[src/rtl/display_pkg.sv]
// -----------------------------------------------------------------------------
// display_pkg
// Shared constants and helpers for the multiplexed six-digit display scanner.
//   NUM_DIGITS / SEG_W / IDX_W : display geometry and digit-index width
//   seg_off()                  : "all segments dark" pattern for a polarity
//   an_off()                   : "no digit enabled" pattern for a polarity
//   an_on()                    : single-digit enable pattern for a polarity
//   clog2()                    : width helper for the dwell counter
// -----------------------------------------------------------------------------
package display_pkg;

   localparam int NUM_DIGITS = 6;
   localparam int SEG_W      = 7;
   localparam int IDX_W      = 3;

   // Smallest width w (at least 1) such that 2**w >= value, so value-1 fits.
   function automatic int clog2(input int value);
      int w;
      w = 32'sd1;
      while ((32'sd1 <<< w) < value) begin
         w = w + 32'sd1;
      end
      return w;
   endfunction

   function automatic logic [SEG_W-1:0] seg_off(input bit active_low);
      return active_low ? 7'h7F : 7'h00;
   endfunction

   function automatic logic [NUM_DIGITS-1:0] an_off(input bit active_low);
      return active_low ? 6'h3F : 6'h00;
   endfunction

   // Enable exactly one digit; an out-of-range index enables nothing.
   function automatic logic [NUM_DIGITS-1:0] an_on(input logic [IDX_W-1:0] idx,
                                                   input bit               active_low);
      logic [NUM_DIGITS-1:0] onehot;
      onehot = 6'b000001 << idx;
      return active_low ? ~onehot : onehot;
   endfunction

endpackage

[src/rtl/scan_timer.sv]
// -----------------------------------------------------------------------------
// scan_timer
// Dwell counter (0..DWELL-1) and digit index (0..NUM_DIGITS-1) for the scanner.
//   clk, rst_n    : clock, asynchronous active-low reset
//   idx           : digit currently being scanned
//   blank         : high during the first BLANK_CYCLES cycles of each dwell
//   frame_strobe  : high in the first cycle of digit 0 (frame boundary)
// The flags are decoded from the counter registers; the consumer registers them.
// -----------------------------------------------------------------------------
module scan_timer
   import display_pkg::*;
#(
   parameter int DWELL        = 50_000,
   parameter int BLANK_CYCLES = 500
) (
   input  logic             clk,
   input  logic             rst_n,
   output logic [IDX_W-1:0] idx,
   output logic             blank,
   output logic             frame_strobe
);

   localparam int               CNT_W     = clog2(DWELL);
   localparam logic [CNT_W-1:0] CNT_LAST  = CNT_W'(DWELL - 1);
   localparam logic [CNT_W-1:0] CNT_BLANK = CNT_W'(BLANK_CYCLES);
   localparam logic [IDX_W-1:0] IDX_LAST  = IDX_W'(NUM_DIGITS - 1);

   logic [CNT_W-1:0] cnt_r;
   logic [IDX_W-1:0] idx_r;

   // Dwell counter; the digit index steps on the last cycle of each dwell.
   always_ff @(posedge clk or negedge rst_n) begin
      if (!rst_n) begin
         cnt_r <= '0;
         idx_r <= '0;
      end else if (cnt_r == CNT_LAST) begin
         cnt_r <= '0;
         if (idx_r == IDX_LAST) begin
            idx_r <= '0;
         end else begin
            idx_r <= idx_r + IDX_W'(1);
         end
      end else begin
         cnt_r <= cnt_r + CNT_W'(1);
      end
   end

   assign idx          = idx_r;
   assign blank        = (cnt_r < CNT_BLANK);
   assign frame_strobe = (cnt_r == '0) && (idx_r == '0);

endmodule

[src/rtl/display_scan.sv]
// -----------------------------------------------------------------------------
// display_scan
// Time-multiplexed scanner for a six-digit HH:MM:SS seven-segment module.
//   clk, rst_n   : clock, asynchronous active-low reset
//   seg_in       : six decoded digit patterns, digit i at [7i+6:7i]
//   blink_mask   : bit i set -> digit i blanks while the blink phase is 1
//   blink_tick   : one-cycle pulse toggling the blink phase
//   seg_out      : shared segment bus (registered)
//   an_out       : digit enables, at most one active (registered)
//   frame_start  : one-cycle pulse per frame snapshot (registered)
// The frame is captured only at the digit-0 boundary so a time update that
// lands mid-scan never shows half old / half new digits. Each dwell opens
// with a dark gap so the previous digit's segments cannot ghost onto the next.
// -----------------------------------------------------------------------------
module display_scan
   import display_pkg::*;
#(
   parameter int INPUT_HZ       = 50_000_000,
   parameter int SCAN_HZ        = 1_000,
   parameter int BLANK_CYCLES   = 500,
   parameter bit SEG_ACTIVE_LOW = 1'b1,
   parameter bit AN_ACTIVE_LOW  = 1'b1
) (
   input  logic                        clk,
   input  logic                        rst_n,
   input  logic [NUM_DIGITS*SEG_W-1:0] seg_in,
   input  logic [NUM_DIGITS-1:0]       blink_mask,
   input  logic                        blink_tick,
   output logic [SEG_W-1:0]            seg_out,
   output logic [NUM_DIGITS-1:0]       an_out,
   output logic                        frame_start
);

   localparam int                          DWELL     = INPUT_HZ / SCAN_HZ;
   localparam logic [SEG_W-1:0]            SEG_OFF   = seg_off(SEG_ACTIVE_LOW);
   localparam logic [NUM_DIGITS-1:0]       AN_OFF    = an_off(AN_ACTIVE_LOW);
   localparam logic [NUM_DIGITS*SEG_W-1:0] FRAME_OFF = {NUM_DIGITS{SEG_OFF}};

   logic [IDX_W-1:0]            idx;
   logic                        blank;
   logic                        frame_strobe;
   logic [NUM_DIGITS*SEG_W-1:0] frame_r;
   logic                        blink_phase_r;
   logic [SEG_W-1:0]            digit_seg;
   logic [SEG_W-1:0]            seg_nxt;
   logic [NUM_DIGITS-1:0]       an_nxt;

   scan_timer #(
      .DWELL        (DWELL),
      .BLANK_CYCLES (BLANK_CYCLES)
   ) u_timer (
      .clk          (clk),
      .rst_n        (rst_n),
      .idx          (idx),
      .blank        (blank),
      .frame_strobe (frame_strobe)
   );

   // Frame snapshot at the frame boundary; blink phase toggles on every tick.
   always_ff @(posedge clk or negedge rst_n) begin
      if (!rst_n) begin
         frame_r       <= FRAME_OFF;
         blink_phase_r <= 1'b0;
      end else begin
         if (frame_strobe) begin
            frame_r <= seg_in;
         end
         if (blink_tick) begin
            blink_phase_r <= ~blink_phase_r;
         end
      end
   end

   // Pick the snapshot pattern of the digit being scanned.
   always_comb begin
      digit_seg = SEG_OFF;
      case (idx)
         3'd0:    digit_seg = frame_r[ 6: 0];
         3'd1:    digit_seg = frame_r[13: 7];
         3'd2:    digit_seg = frame_r[20:14];
         3'd3:    digit_seg = frame_r[27:21];
         3'd4:    digit_seg = frame_r[34:28];
         3'd5:    digit_seg = frame_r[41:35];
         default: digit_seg = SEG_OFF;
      endcase
   end

   // Next output values; blink darkens segments but keeps the anode driven so
   // the dwell timing (and brightness of the other digits) is unchanged.
   always_comb begin
      seg_nxt = SEG_OFF;
      an_nxt  = AN_OFF;
      if (blank) begin
         seg_nxt = SEG_OFF;
         an_nxt  = AN_OFF;
      end else begin
         an_nxt = an_on(idx, AN_ACTIVE_LOW);
         if (blink_phase_r && blink_mask[idx]) begin
            seg_nxt = SEG_OFF;
         end else begin
            seg_nxt = digit_seg;
         end
      end
   end

   // Output registers.
   always_ff @(posedge clk or negedge rst_n) begin
      if (!rst_n) begin
         seg_out     <= SEG_OFF;
         an_out      <= AN_OFF;
         frame_start <= 1'b0;
      end else begin
         seg_out     <= seg_nxt;
         an_out      <= an_nxt;
         frame_start <= frame_strobe;
      end
   end

endmodule

[config.mk]
export PLATFORM = sky130hd
export DESIGN_NAME = display_scan
export DESIGN_NICKNAME = d
export VERILOG_FILES = /design/src/rtl/display_pkg.sv /design/src/rtl/scan_timer.sv /design/src/rtl/display_scan.sv
export SDC_FILE = /design/constraint.sdc
export NUM_CORES = 1
export LEC_CHECK = 0
export CORE_MARGIN = 3
export CORE_UTILIZATION = 45
export CTS_BUF_LIST = sky130_fd_sc_hd__clkbuf_8
export DETAILED_ROUTE_END_ITERATION = 10
export PLACE_DENSITY = 0.77
export REMOVE_ABC_BUFFERS = 1
export SLEW_MARGIN = 20
export SYNTH_ARGS = -nofsm -noshare
export SYNTH_HDL_FRONTEND = slang
export SYNTH_HIERARCHICAL = 1
export SYNTH_SLANG_ARGS = --single-unit
[constraint.sdc]
create_clock -name clk -period 8.8 [get_ports clk]
set_input_delay 1.32 -clock clk [delete_from_list [all_inputs] [get_ports clk]]
set_output_delay 1.32 -clock clk [all_outputs]
set_load 0.005 [all_outputs]
* Yosys cells after proc, flatten, opt, wreduce, memory -nomap -nowiden *
Index checks and enable logic that the tools add are counted.

storage, ports and cells
  register bits = 76
  latch bits = 0
  RAM bits = 0
  bits in read-only memories = 0
  bits of input ports = 51
  memories kept = 0

cells by class
  $add $sub $neg = 2
  multipliers = 0
  div/mod/pow operators = 0
  magnitude comparators = 2
  equal/unequal tests = 6
  shift-type cells = 1
  muxes and demuxes = 8
  bitwise logic cells = 2
  reductions and logical operators = 4

operators by type and width
  operator                                                                count
  7-bit one-hot mux with 6 select lines                                   1
  16-bit by 1-bit adder with 16-bit output (second input constant)        1
  16-bit equality test (second input constant)                            1
  16-bit zero test                                                        1
  16-bit by 9-bit < comparator with 1-bit output (second input constant)  1
  16-bit two-way mux                                                      1
  7-bit two-way mux                                                       2
  3-bit by 2-bit equality test with 1-bit output (second input constant)  2
  3-bit equality test (second input constant)                             2
  6-bit two-way mux                                                       1
  6-bit inverter                                                          1
  1-bit by 3-bit << shifter with 6-bit output (first input constant)      1
  3-bit by 4-bit < comparator with 1-bit output (second input constant)   1
  3-bit by 1-bit adder with 3-bit output (second input constant)          1
  1-bit binary-select mux with 3-bit select                               1
  3-bit by 1-bit equality test with 1-bit output (second input constant)  1
  3-bit zero test                                                         1
  3-bit two-way mux                                                       1
  1-bit logical AND                                                       2
  1-bit two-way mux                                                       1
  1-bit inverter                                                          1

* Logic depth before layout (Yosys ltp) *
Gate-level depths: netlist of run 1.

  word-level depth = 5
  gate-level depth with buffers = 7

* Cells and area by module *
Netlist of run 1, hierarchy kept.

by module, submodules not included
  module        times used  cells each  area each (um2)  sequential area each (um2)
  display_scan  1           179         2534.9           1495.2
  scan_timer    1           94          962.2            475.5

* Worst setup path after synthesis of run 1 *
Ideal clock, no wire load.

  kind = register to register
  from = reg u_timer.cnt_r[10]
  to = reg frame_r[0]
  library setup time = 0.082 ns
  arrival = 2.777 ns
  setup slack = 5.940 ns
  cell stages (with the launch flop) = 7
  period minus slack after synthesis = 2.860 ns
  cell sequence = dfrtp_1 -> or4_4 -> or4_2 -> nor4_1 -> clkbuf_1 -> clkbuf_1 -> mux2_2

between the ends
  word-level cells in the longest chain between the ends = 2

RTL lines
  item                    line                RTL
  start, declared         scan_timer.sv:28    logic [CNT_W-1:0] cnt_r;
  start signal, assigned  scan_timer.sv:44    cnt_r <= cnt_r + CNT_W'(1);
  16-bit zero test        scan_timer.sv:50    assign frame_strobe = (cnt_r == '0) && (idx_r == '0);
  1-bit logical AND       scan_timer.sv:50
  net frame_strobe        display_scan.sv:41  logic frame_strobe;
  end signal, assigned    display_scan.sv:66  frame_r <= seg_in;
  end, declared           display_scan.sv:42  logic [NUM_DIGITS*SEG_W-1:0] frame_r;

The timed path passes the listed nets, and every way through them passes these cells.
A chain may end at the register's enable or synchronous reset.

* Worst setup path after layout of run 1 *
  from = reg u_timer.cnt_r[10]
  to = reg frame_r[29]

The elaborated chain is that of the path after synthesis.

==> summary.md, run 1 <==
| Metric | Value |
|---|---|
| Tmin final | 2840 ps |
| Worst-Margin Slew | 1010 ps |
| Post-route cell area | 0.00442 mm² |
| Status | finished clean |
| Num rows | 31 |
| Final HPWL DP | 4.66 mm |
| Dpl cell area | 0.00423 mm² |
| Combinational power share | 6.9% |
| Post-placement setup slack | 5690 ps |
| Hold path depth | 1 |
| Post-CTS Setup Repair Bufs | 0 |
| Cells after Synth | 273 |
| Setup ws final | 5960 ps |
| Cell variety after synth | 45 |
| Quantity of gates resized following cts | 0 |
| Max-slew headroom | 32.3% |
| Post-synthesis sequential area ratio | 56.4% |
| Sink Count | 76 |
| Synth top area cells | dfstp_2 41%, mux2_2 15%, dfrtp_1 15% |
| Most Used Layer, Global Route | met2 |
| Routed WL | 6.81 mm |
| H-tree Lvls | 3 |
| Share of post-route cells with drive strength above 1 | 39.2% |
| Psw | 150 µW |
| Largest net degree at the start of global routing | 77 |
| Initial core utilization | 47.2% |
| Primary FF master, synth | dfstp_2 |
| Non-Filler Instances | 443 |
| RR Endpoint | frame_r[29] |
| Overall routing resource usage | 16.3% |
| Vias in the first global route | 2352 |
| Nets | 392 |
| Setup TNS Final | 0 ps |
| Setup Crit Path Kind | reg2reg |
| Fillers | 606 |
| Synth Warn # | 6 |
| Total CTS buffers | 9 |
| Crit path required time | 9070 ps |
| Vias/cell | 5.27 |
| Die Height | 94.2 µm |
| Post-Syn Area | 0.00350 mm² |
| IO buf count | 64 |
| Final hold violation count | 0 |
| Post-synth top area cell | dfstp_2 |
| # setup viols final | 0 |
| Yosys reg bits | 76 |
| Sequential Power Share | 55.3% |
| Power Internal | 531 µW |
| Ys async rst share | 100% |
| Fin. max-slew vios | 0 |
| Top-area cell type share of the netlist area | 41.3% |
| Worst vdd ir | 0.0743 mV |
| Clock power share | 37.8% |
| WL/cell | 15.4 µm |
| R2r startpoint | u_timer/cnt_r[10] |
| Number of DRC markers in iteration 0 | 123 |
| CTS tree | done |
| Fin Hold WS | 509 ps |
| Post-synth EDFFs | 0 |
| Peak Freq | 352 MHz |
| Syn_area_per_cell | 12.8 µm² |
| Worst hold path type | reg2reg |
| Worst reg2reg path depth | 5 |
| Diode count | 0 |
| Hold EP | u_timer/cnt_r[12] |
| Hold wc startpoint | u_timer/cnt_r[12] |
| Drt first pass iters | 4 |
| Io pins | 65 |
| Top cells by count, synth | 55 x dfstp_2, 48 x mux2_2, 21 x dfrtp_1 |
| # hold bufs at CTS | 0 |
| DRC Markers | 0 |
| CP startpoint kind | flip-flop |
| Area of the die | 0.00887 mm² |
| DR vias | 2334 |
| Clk pin slew, worst setup/hold paths | 80 ps |
| Max clock buf depth | 2 |
| Total leakage power | 1.68 nW |
| Switching part of the total | 22.1% |
| Antenna violations before repair | 0 |
| Clock Latency Late Sink | 340 ps |
| Worst path arrival time | 3110 ps |
| Max-capacitance violation count | 0 |
| Final worst path period share | 32.3% |
| Top-count cell post-synth | dfstp_2 |
| Met1 usage | 23.0% |
| Crit Path Max Fanout | 43 |
| Power density over the cells | 154 mW/mm² |
| GR Overflow Total | 0 |
| First-pass GRT wire length | 11.2 mm |
| Met2 usage | 24.9% |
| Clk root buf | clkbuf_8 |
| R2r setup slk | 5960 ps |
| Worst setup EP type | flip-flop |
| Post-route ant nets | 0 |
| Routability cong. | 0.764 |
| Met3 Use GR | 2.88% |
| Clk_skew | 9.02 ps |
| Die X | 94.2 µm |
| RSZ-0062 raised after global routing | false |
| Layout area overhead | 26.4% |
| Placed cells | 427 |
| Core Area | 0.00741 mm² |
how the worst max path moves through the flow:
| stage | startpoint | endpoint | slack, ps | cells after the start |
|---|---|---|---|---|
| 5_1_grt | u_timer/cnt_r[10] | frame_r[19] | 5820 | 5 |
| 3_5_place_dp | blink_mask[3] | seg_out[3] | 5690 | 5 |
| 6_report | u_timer/cnt_r[10] | frame_r[29] | 5960 | 5 |
| 3_3_place_gp | blink_mask[5] | seg_out[3] | 5760 | 5 |
| 2_1_floorplan | u_timer/cnt_r[10] | frame_r[0] | 2420 | 4 |
| 4_1_cts | u_timer/cnt_r[10] | frame_r[29] | 5940 | 5 |
metrics by stage:
stage | util (%) | power (mW)
3_3_place_gp | 57.1 | 0.429
4_1_cts | 59.7 | 0.690
2_1_floorplan | - | 0.397
3_5_place_dp | 57.1 | 0.431
5_1_grt | 59.7 | 0.712
6_report | 59.7 | 0.681
worst max-delay path, cell delays in order (launching register included):
cell and delay [ps]:
dfrtp_1 430, or4_4 580, or4_2 580, nor4_2 250, buf_4 490, mux2_2 400
registers in the layout, summed over array words and instances (netlist names):
register       flops
blink_phase_r      1
u_timer/cnt_r     16
u_timer/idx        3
seg_out            7
frame_r           42
an_out             6
frame_start        1
cell usage in the layout (no fill, tap or decap), drive strengths merged, types with 2 or more instances in the layout:
cell type | synthesis | layout
a211o | 2 | 2
a21oi | 8 | 8
a22oi | 3 | 3
a31oi | 4 | 4
and4 | 3 | 3
buf | 6 | 5
clkbuf | 7 | 9
clkdlybuf4s50 | 0 | 63
clkinv | 0 | 4
dfrtp | 21 | 21
dfstp | 55 | 55
ha | 2 | 2
inv | 6 | 8
mux2 | 48 | 48
mux2i | 10 | 10
nand2 | 15 | 15
nand3 | 6 | 6
nand3b | 2 | 2
nand4 | 6 | 6
nor2 | 20 | 20
nor2b | 4 | 4
nor4 | 4 | 4
o211ai | 4 | 4
o21ai | 4 | 4
or3 | 5 | 5
or4 | 2 | 2
xnor2 | 5 | 5
xor2 | 8 | 8
metal layers:
metal / part of all wire, % / vias up
met4: 1.3 / 0
met5: 0 / -
met2: 47 / 59
met3: 5.1 / 8
li1: - / 1119
met1: 47 / 1148
power by group through the flow:
stage / clock network (mW) / registers, mW / logic (mW)
2_1_floorplan: 0 / 0.380 / 0.0164
3_3_place_gp: 0 / 0.382 / 0.0467
3_5_place_dp: 0 / 0.383 / 0.0476
4_1_cts: 0.265 / 0.377 / 0.0479
5_1_grt: 0.282 / 0.379 / 0.0510
6_report: 0.257 / 0.377 / 0.0468
area by class of cell:
class	count	area [µm²]	share of cell area, %
Sequential cell	76	1970	44.6
Multi-Input combinational cell	178	1450	32.8
Timing Repair Buffer	68	666	15.1
Clock buffer	9	124	2.80
Tap cell	99	124	2.80
Clock inverter	7	65.1	1.47
Inverter	6	22.5	0.509
kinds of logic after synthesis:
group           after synthesis  share of synthesized area, %
flops                        76                          56.4
simple gates                 73                          11.7
mux                          59                          19.0
compound gates               31                          6.66
buf+inv                      19                          2.40
xor+xnor                     13                          3.26
fa+ha+maj                     2                         0.715
(Power assumes the default switching activity.)
==> run 2: changes to the inputs <==
--- a/config.mk
+++ b/config.mk
@@ -9,7 +9,7 @@
 export CORE_UTILIZATION = 45
 export CTS_BUF_LIST = sky130_fd_sc_hd__clkbuf_8
 export DETAILED_ROUTE_END_ITERATION = 10
-export PLACE_DENSITY = 0.77
+export PLACE_DENSITY = 0.8
 export REMOVE_ABC_BUFFERS = 1
 export SLEW_MARGIN = 20
 export SYNTH_ARGS = -nofsm -noshare
==> constraint.sdc (replaced) <==
create_clock -name clk -period 2.45 [get_ports clk]
set_input_delay 0.3675 -clock clk [delete_from_list [all_inputs] [get_ports clk]]
set_output_delay 0.3675 -clock clk [all_outputs]
set_load 0.005 [all_outputs]
==> summary.md, run 2 (synthesis results as in run 1) <==
| Metric | Value |
|---|---|
| Status | finished clean |
| Total leakage power | 1.81 nW (+7.8%) |
| Dpl cell area | 0.00435 mm² (+2.8%) |
| # setup viols final | 0 (unchanged) |
| Max reg flops | 42 (unchanged) |
| Clk root buf | clkbuf_8 |
| Placed cells | 438 (+2.6%) |
| Final worst path period share | 95.7% (+63 points) |
| CP startpoint kind | flip-flop |
| Max-capacitance violation count | 0 (unchanged) |
| Worst hold path type | in2async |
| Post-route ant nets | 0 (unchanged) |
| Vias in the first global route | 2417 (+2.8%) |
| WL/cell | 16.6 µm (+8.3%) |
| Sink Count | 76 (unchanged) |
| CTS tree | done |
| DRC Markers | 0 (unchanged) |
| Share of post-route cells with drive strength above 1 | 41.9% (+2.7 points) |
| Most common cell on crit path | or4_4 |
| Worst path arrival time | 2610 ps (-500 ps) |
| Post-placement setup slack | -81.5 ps (-5770 ps) |
| RSZ-0062 raised after global routing | false |
| Worst-Margin Slew | 688 ps (-327 ps) |
| Critical Path Source | u_timer/cnt_r[10] |
| Max incr delay on CP | 540 ps (-40 ps) |
| Most frequent cells in the layout | 63 x clkdlybuf4s50_1, 55 x dfstp_2, 48 x mux2_2 |
| Crit-path cells | or4_4 > or4_4 > nor4_4 > buf_6 > clkbuf_16 > mux2_2 |
| Worst setup EP type | flip-flop |
| Routability cong. | 0.786 (+2.9%) |
| Layout area overhead | 34.5% |
| Peak Freq | 426 MHz (+21%) |
| Vias/cell | 5.33 (+1.1%) |
| Post-route cell area | 0.00470 mm² (+6.4%) |
| Final hold violation count | 0 (unchanged) |
| Setup Crit Path Kind | reg2reg |
| Crit path required time | 2720 ps (-6350 ps) |
| Biggest regs | frame_r x42, u_timer/cnt_r x16, seg_out x7 |
| Diode count | 0 (unchanged) |
| Nets | 408 (+4.1%) |
| Num rows | 31 (unchanged) |
| Most common cell after layout, fill and taps aside | clkdlybuf4s50_1 |
| Overall routing resource usage | 17.3% (+1.1 points) |
| R2r startpoint | u_timer/cnt_r[10] |
| Fin. max-slew vios | 0 (unchanged) |
| Die X | 94.2 µm (unchanged) |
| First-pass GRT wire length | 11.8 mm (+5.9%) |
| Core Area | 0.00741 mm² (unchanged) |
| Io pins | 65 (unchanged) |
| Cell family with most CP delay | simple AND/OR/NAND/NOR gates |
| Total CTS buffers | 9 (unchanged) |
| Number of DRC markers in iteration 0 | 132 (+7.3%) |
| Power density over the cells | 552 mW/mm² (+260%) |
| Clock Latency Late Sink | 340 ps (about the same) |
| Clk_skew | 8.69 ps (-0.332 ps) |
| Worst vdd ir | 0.312 mV (+320%) |
| Initial core utilization | 47.2% (unchanged) |
| DR vias | 2445 (+4.8%) |
| Crit Path Max Fanout | 7 (-84%) |
| Top reg by flops | frame_r |
| Non-Filler Instances | 459 (+3.6%) |
| Final HPWL DP | 4.96 mm (+6.4%) |
| Max-slew headroom | 54.1% (+22 points) |
| Setup ws final | 105 ps (-5850 ps) |
| H-tree Lvls | 3 (unchanged) |
| Drt first pass iters | 6 (+2) |
| IO buf count | 64 (unchanged) |
| Buffers & Inverters on Critical Path | 2 (+1) |
| Largest net degree at the start of global routing | 33 (-57%) |
| Routed WL | 7.64 mm (+12%) |
| Area of the die | 0.00887 mm² (unchanged) |
| Total Power | 2.60 mW (+280%) |
| Antenna violations before repair | 0 (unchanged) |
| Clk pin slew, worst setup/hold paths | 80 ps (about the same) |
| Max clock buf depth | 2 (unchanged) |
| Slowest cell on crit path | or4_4 |
| Die Height | 94.2 µm (unchanged) |
| # hold bufs at CTS | 0 (unchanged) |
| GR Overflow Total | 0 (unchanged) |
| Finished Core Util | 63.5% (+3.8 points) |
| Tmin final | 2340 ps (-495 ps) |
-- run 2: cell types whose count changed in the layout (fill, tap and decap cells not counted), sizes merged --
cell	before	now
buf	5	18
clkbuf	9	13
bufinv	1	2
clkinv	4	2
-- run 2: power by group --
group,switching [mW],internal (mW),total (mW)
Combinational,0.0581,0.115,0.173
Clock,0.463,0.602,1.07
Sequential,0.0295,1.33,1.36
-- run 2: worst reg2reg max path: cells and delay by family (launching register included) --
family                 cells  cell delay, ps
multiplexers               1             330
buffers and inverters      2             410
AND/OR/NAND/NOR            3            1150
flip-flops                 1             380
-- run 2: final timing paths --
check,end,slack [ps],cells after the start
setup / recovery,frame_r[31],110,6
hold / removal,frame_r[6],430,1
setup reg to reg,frame_r[31],110,6
hold reg to reg,u_timer/cnt_r[0],520,1
max in group asynchronous,frame_r[22],1600,2
min in group clk,u_timer/cnt_r[0],520,1
-- run 2: metal layers --
layer	global-route usage (%)	wire length, µm
met4	4.21	48
met1	22.4	3400
met5	0	0
met3	5.45	411
met2	28.4	3770
-- run 2: what timing repair did --
item,in CTS,in global routing
pin swaps,0,1
setup endpoints to repair,42,22
gates resized for setup,2,2
cloned,1,4
setup buffers,0,0
-- run 2: area by class of cell --
class / instances / area, µm²
Clock buffer: 10 / 138
Clock inverter: 6 / 85.1
Fill cell: 558 / 2710
Inverter: 6 / 22.5
Multi-Input combinational cell: 178 / 1460
Sequential cell: 76 / 1970
Tap cell: 99 / 124
Timing Repair Buffer: 84 / 903
-- run 2: per-stage QoR --
step	setup TNS [ps]	hold WS, ps
final	0	435
after detailed placement	-2730	501
after CTS	0	454
after floorplan	-168970	71.9
after global routing	0	477
after global placement	-1260	494
==> run 3: changes to the inputs <==
--- a/config.mk
+++ b/config.mk
@@ -5,7 +5,7 @@
 export SDC_FILE = /design/constraint.sdc
 export NUM_CORES = 1
 export LEC_CHECK = 0
-export CORE_MARGIN = 3
+export CAP_MARGIN = 40
 export CORE_UTILIZATION = 45
 export CTS_BUF_LIST = sky130_fd_sc_hd__clkbuf_8
 export DETAILED_ROUTE_END_ITERATION = 10
==> summary.md, run 3 (synthesis results as in run 1) <==
| Metric | Value |
|---|---|
| Clk_skew | 7.79 ps (-0.897 ps) |
| Worst-Margin Slew | 625 ps (-62.8 ps) |
| Worst setup EP type | flip-flop |
| DRC Markers | 0 (unchanged) |
| Share of post-route cells with drive strength above 1 | 42.0% (+0.045 points) |
| Crit path required time | 2720 ps (about the same) |
| Most common cell after layout, fill and taps aside | clkdlybuf4s50_1 |
| Max-slew headroom | 58.3% (+4.2 points) |
| Drt first pass iters | 4 (-2) |
| Io pins | 65 (unchanged) |
| Initial core utilization | 47.5% (+0.25 points) |
| Total CTS buffers | 9 (unchanged) |
| Final worst path period share | 94.4% (-1.3 points) |
| Post-route ant nets | 0 (unchanged) |
| Power density over the cells | 522 mW/mm² (-5.4%) |
| Die X | 90.2 µm (-4.2%) |
| Peak Freq | 432 MHz (+1.4%) |
| WL/cell | 15.1 µm (-9.0%) |
| Largest net degree at the start of global routing | 32 (-3.0%) |
| Sink Count | 76 (unchanged) |
| Antenna violations before repair | 0 (unchanged) |
| Fin. max-slew vios | 0 (unchanged) |
| Worst hold path type | reg2reg |
| Most common cell on crit path | or4_4 |
| Cell family with most CP delay | simple AND/OR/NAND/NOR gates |
| Routability cong. | 0.854 (+8.6%) |
| Final HPWL DP | 5.19 mm (+4.7%) |
| Nets | 410 (+0.49%) |
| Max clock buf depth | 2 (unchanged) |
| Number of DRC markers in iteration 0 | 96 (-27%) |
| Worst path arrival time | 2580 ps (-30 ps) |
| Area of the die | 0.00813 mm² (-8.3%) |
| Routed WL | 6.98 mm (-8.6%) |
| H-tree Lvls | 3 (unchanged) |
| Post-CTS Setup Repair Bufs | 0 (unchanged) |
| Num rows | 31 (unchanged) |
| Die Height | 90.2 µm (-4.2%) |
| Vias in the first global route | 2457 (+1.7%) |
| Final hold violation count | 0 (unchanged) |
| Top reg by flops | frame_r |
| Overall routing resource usage | 18.8% (+1.4 points) |
| Worst vdd ir | 0.261 mV (-16%) |
| Vias/cell | 5.26 (-1.2%) |
| Crit-path cells | or4_4 > or4_4 > nor4_4 > buf_6 > buf_12 > mux2_2 |
| CP startpoint kind | flip-flop |
| Max-capacitance violation count | 0 (unchanged) |
| Clk pin slew, worst setup/hold paths | 80 ps (about the same) |
| CTS tree | done |
| Core Area | 0.00737 mm² (-0.52%) |
| IO buf count | 64 (unchanged) |
| Buffers & Inverters on Critical Path | 2 (unchanged) |
| Clk root buf | clkbuf_8 |
| Max incr delay on CP | 530 ps (about the same) |
| Post-route cell area | 0.00459 mm² (-2.4%) |
| GR Overflow Total | 0 (unchanged) |
| Total leakage power | 1.77 nW (-2.2%) |
| Setup Crit Path Kind | reg2reg |
| Status | finished clean |
| # setup viols final | 0 (unchanged) |
| DR vias | 2425 (-0.82%) |
| First-pass GRT wire length | 11.9 mm (+0.76%) |
| Finished Core Util | 62.3% (-1.2 points) |
| Dpl cell area | 0.00437 mm² (+0.46%) |
| Crit Path Max Fanout | 18 (+11) |
| Slowest cell on crit path | or4_4 |
| Tmin final | 2310 ps (-32.8 ps) |
| RSZ-0062 raised after global routing | false |
| Max reg flops | 42 (unchanged) |
| Clock Latency Late Sink | 340 ps (about the same) |
| Layout area overhead | 31.3% |
| Diode count | 0 (unchanged) |
| Biggest regs | frame_r x42, u_timer/cnt_r x16, seg_out x7 |
| Most frequent cells in the layout | 63 x clkdlybuf4s50_1, 55 x dfstp_2, 48 x mux2_2 |
-- run 3: cell count changes in the layout (fill, tap and decap cells not counted), sizes merged --
cell and change:
clkbuf -2, clkinvlp +1, clkinv +1, dlygate4sd3 +1
bufinv -2, inv -1, buf +4
-- run 3: layout make-up --
type / count / area [µm²]
multi-input combinational: 178 / 1460
clock inverter: 5 / 35.0
sequential: 76 / 1970
inverter: 6 / 22.5
tap: 99 / 124
clock buffer: 11 / 151
fill: 552 / 2780
timing repair buffer: 86 / 827
-- run 3: routing by layer --
metal  wire, µm  vias to the layer above  GRT usage, %
met1       3090                     1204          23.6
met5          0                        -             0
li1           -                     1145             -
met3        315                        2          6.18
met4         31                        0          4.03
met2       3550                       74          31.6
-- run 3: worst register-to-register path, stage by stage, from the launching register on --
cell,delay [ps]
dfrtp_1,390
or4_4,530
or4_4,450
nor4_4,190
buf_6,170
buf_12,160
mux2_2,350
-- run 3: report_power, final --
group	leakage, nW	internal, mW	switching, mW
combinational	0.817	0.114	0.0582
clock	0.0957	0.425	0.444
sequential	0.855	1.33	0.0284
total	1.77	1.87	0.531
-- run 3: final timing paths --
check,start,to,slack [ps],cells after the start
max in group asynchronous,rst_n,frame_r[22],1140,3
hold reg to reg,u_timer/cnt_r[0],u_timer/cnt_r[0],520,1
hold / removal,u_timer/cnt_r[0],u_timer/cnt_r[0],520,1
setup / recovery,u_timer/cnt_r[10],frame_r[28],140,6
min in group asynchronous,rst_n,u_timer/cnt_r[9],530,2
setup reg to reg,u_timer/cnt_r[10],frame_r[28],140,6
-- run 3: through the flow --
step           power, mW  setup TNS, ps  hold slack, ps  setup slack, ps  std cells
2_1_floorplan       1.43        -168970            71.9            -3930        260
3_3_place_gp        1.54          -3150             370            -91.0        444
3_5_place_dp        1.55          -4570             371             -136        444
4_1_cts             2.43              0             519             14.7        461
5_1_grt             2.50              0             540             83.0        461
6_report            2.40              0             520              138        461
-- run 3: timing repair --
item / 4_1_cts / 5_1_grt
pin swaps: 0 / 1
hold endpoints to repair: 6 / 0
gates resized for setup: 2 / 3
hold buffers: 1 / 0
setup endpoints to repair: 39 / 37
gates cloned: 0 / 0
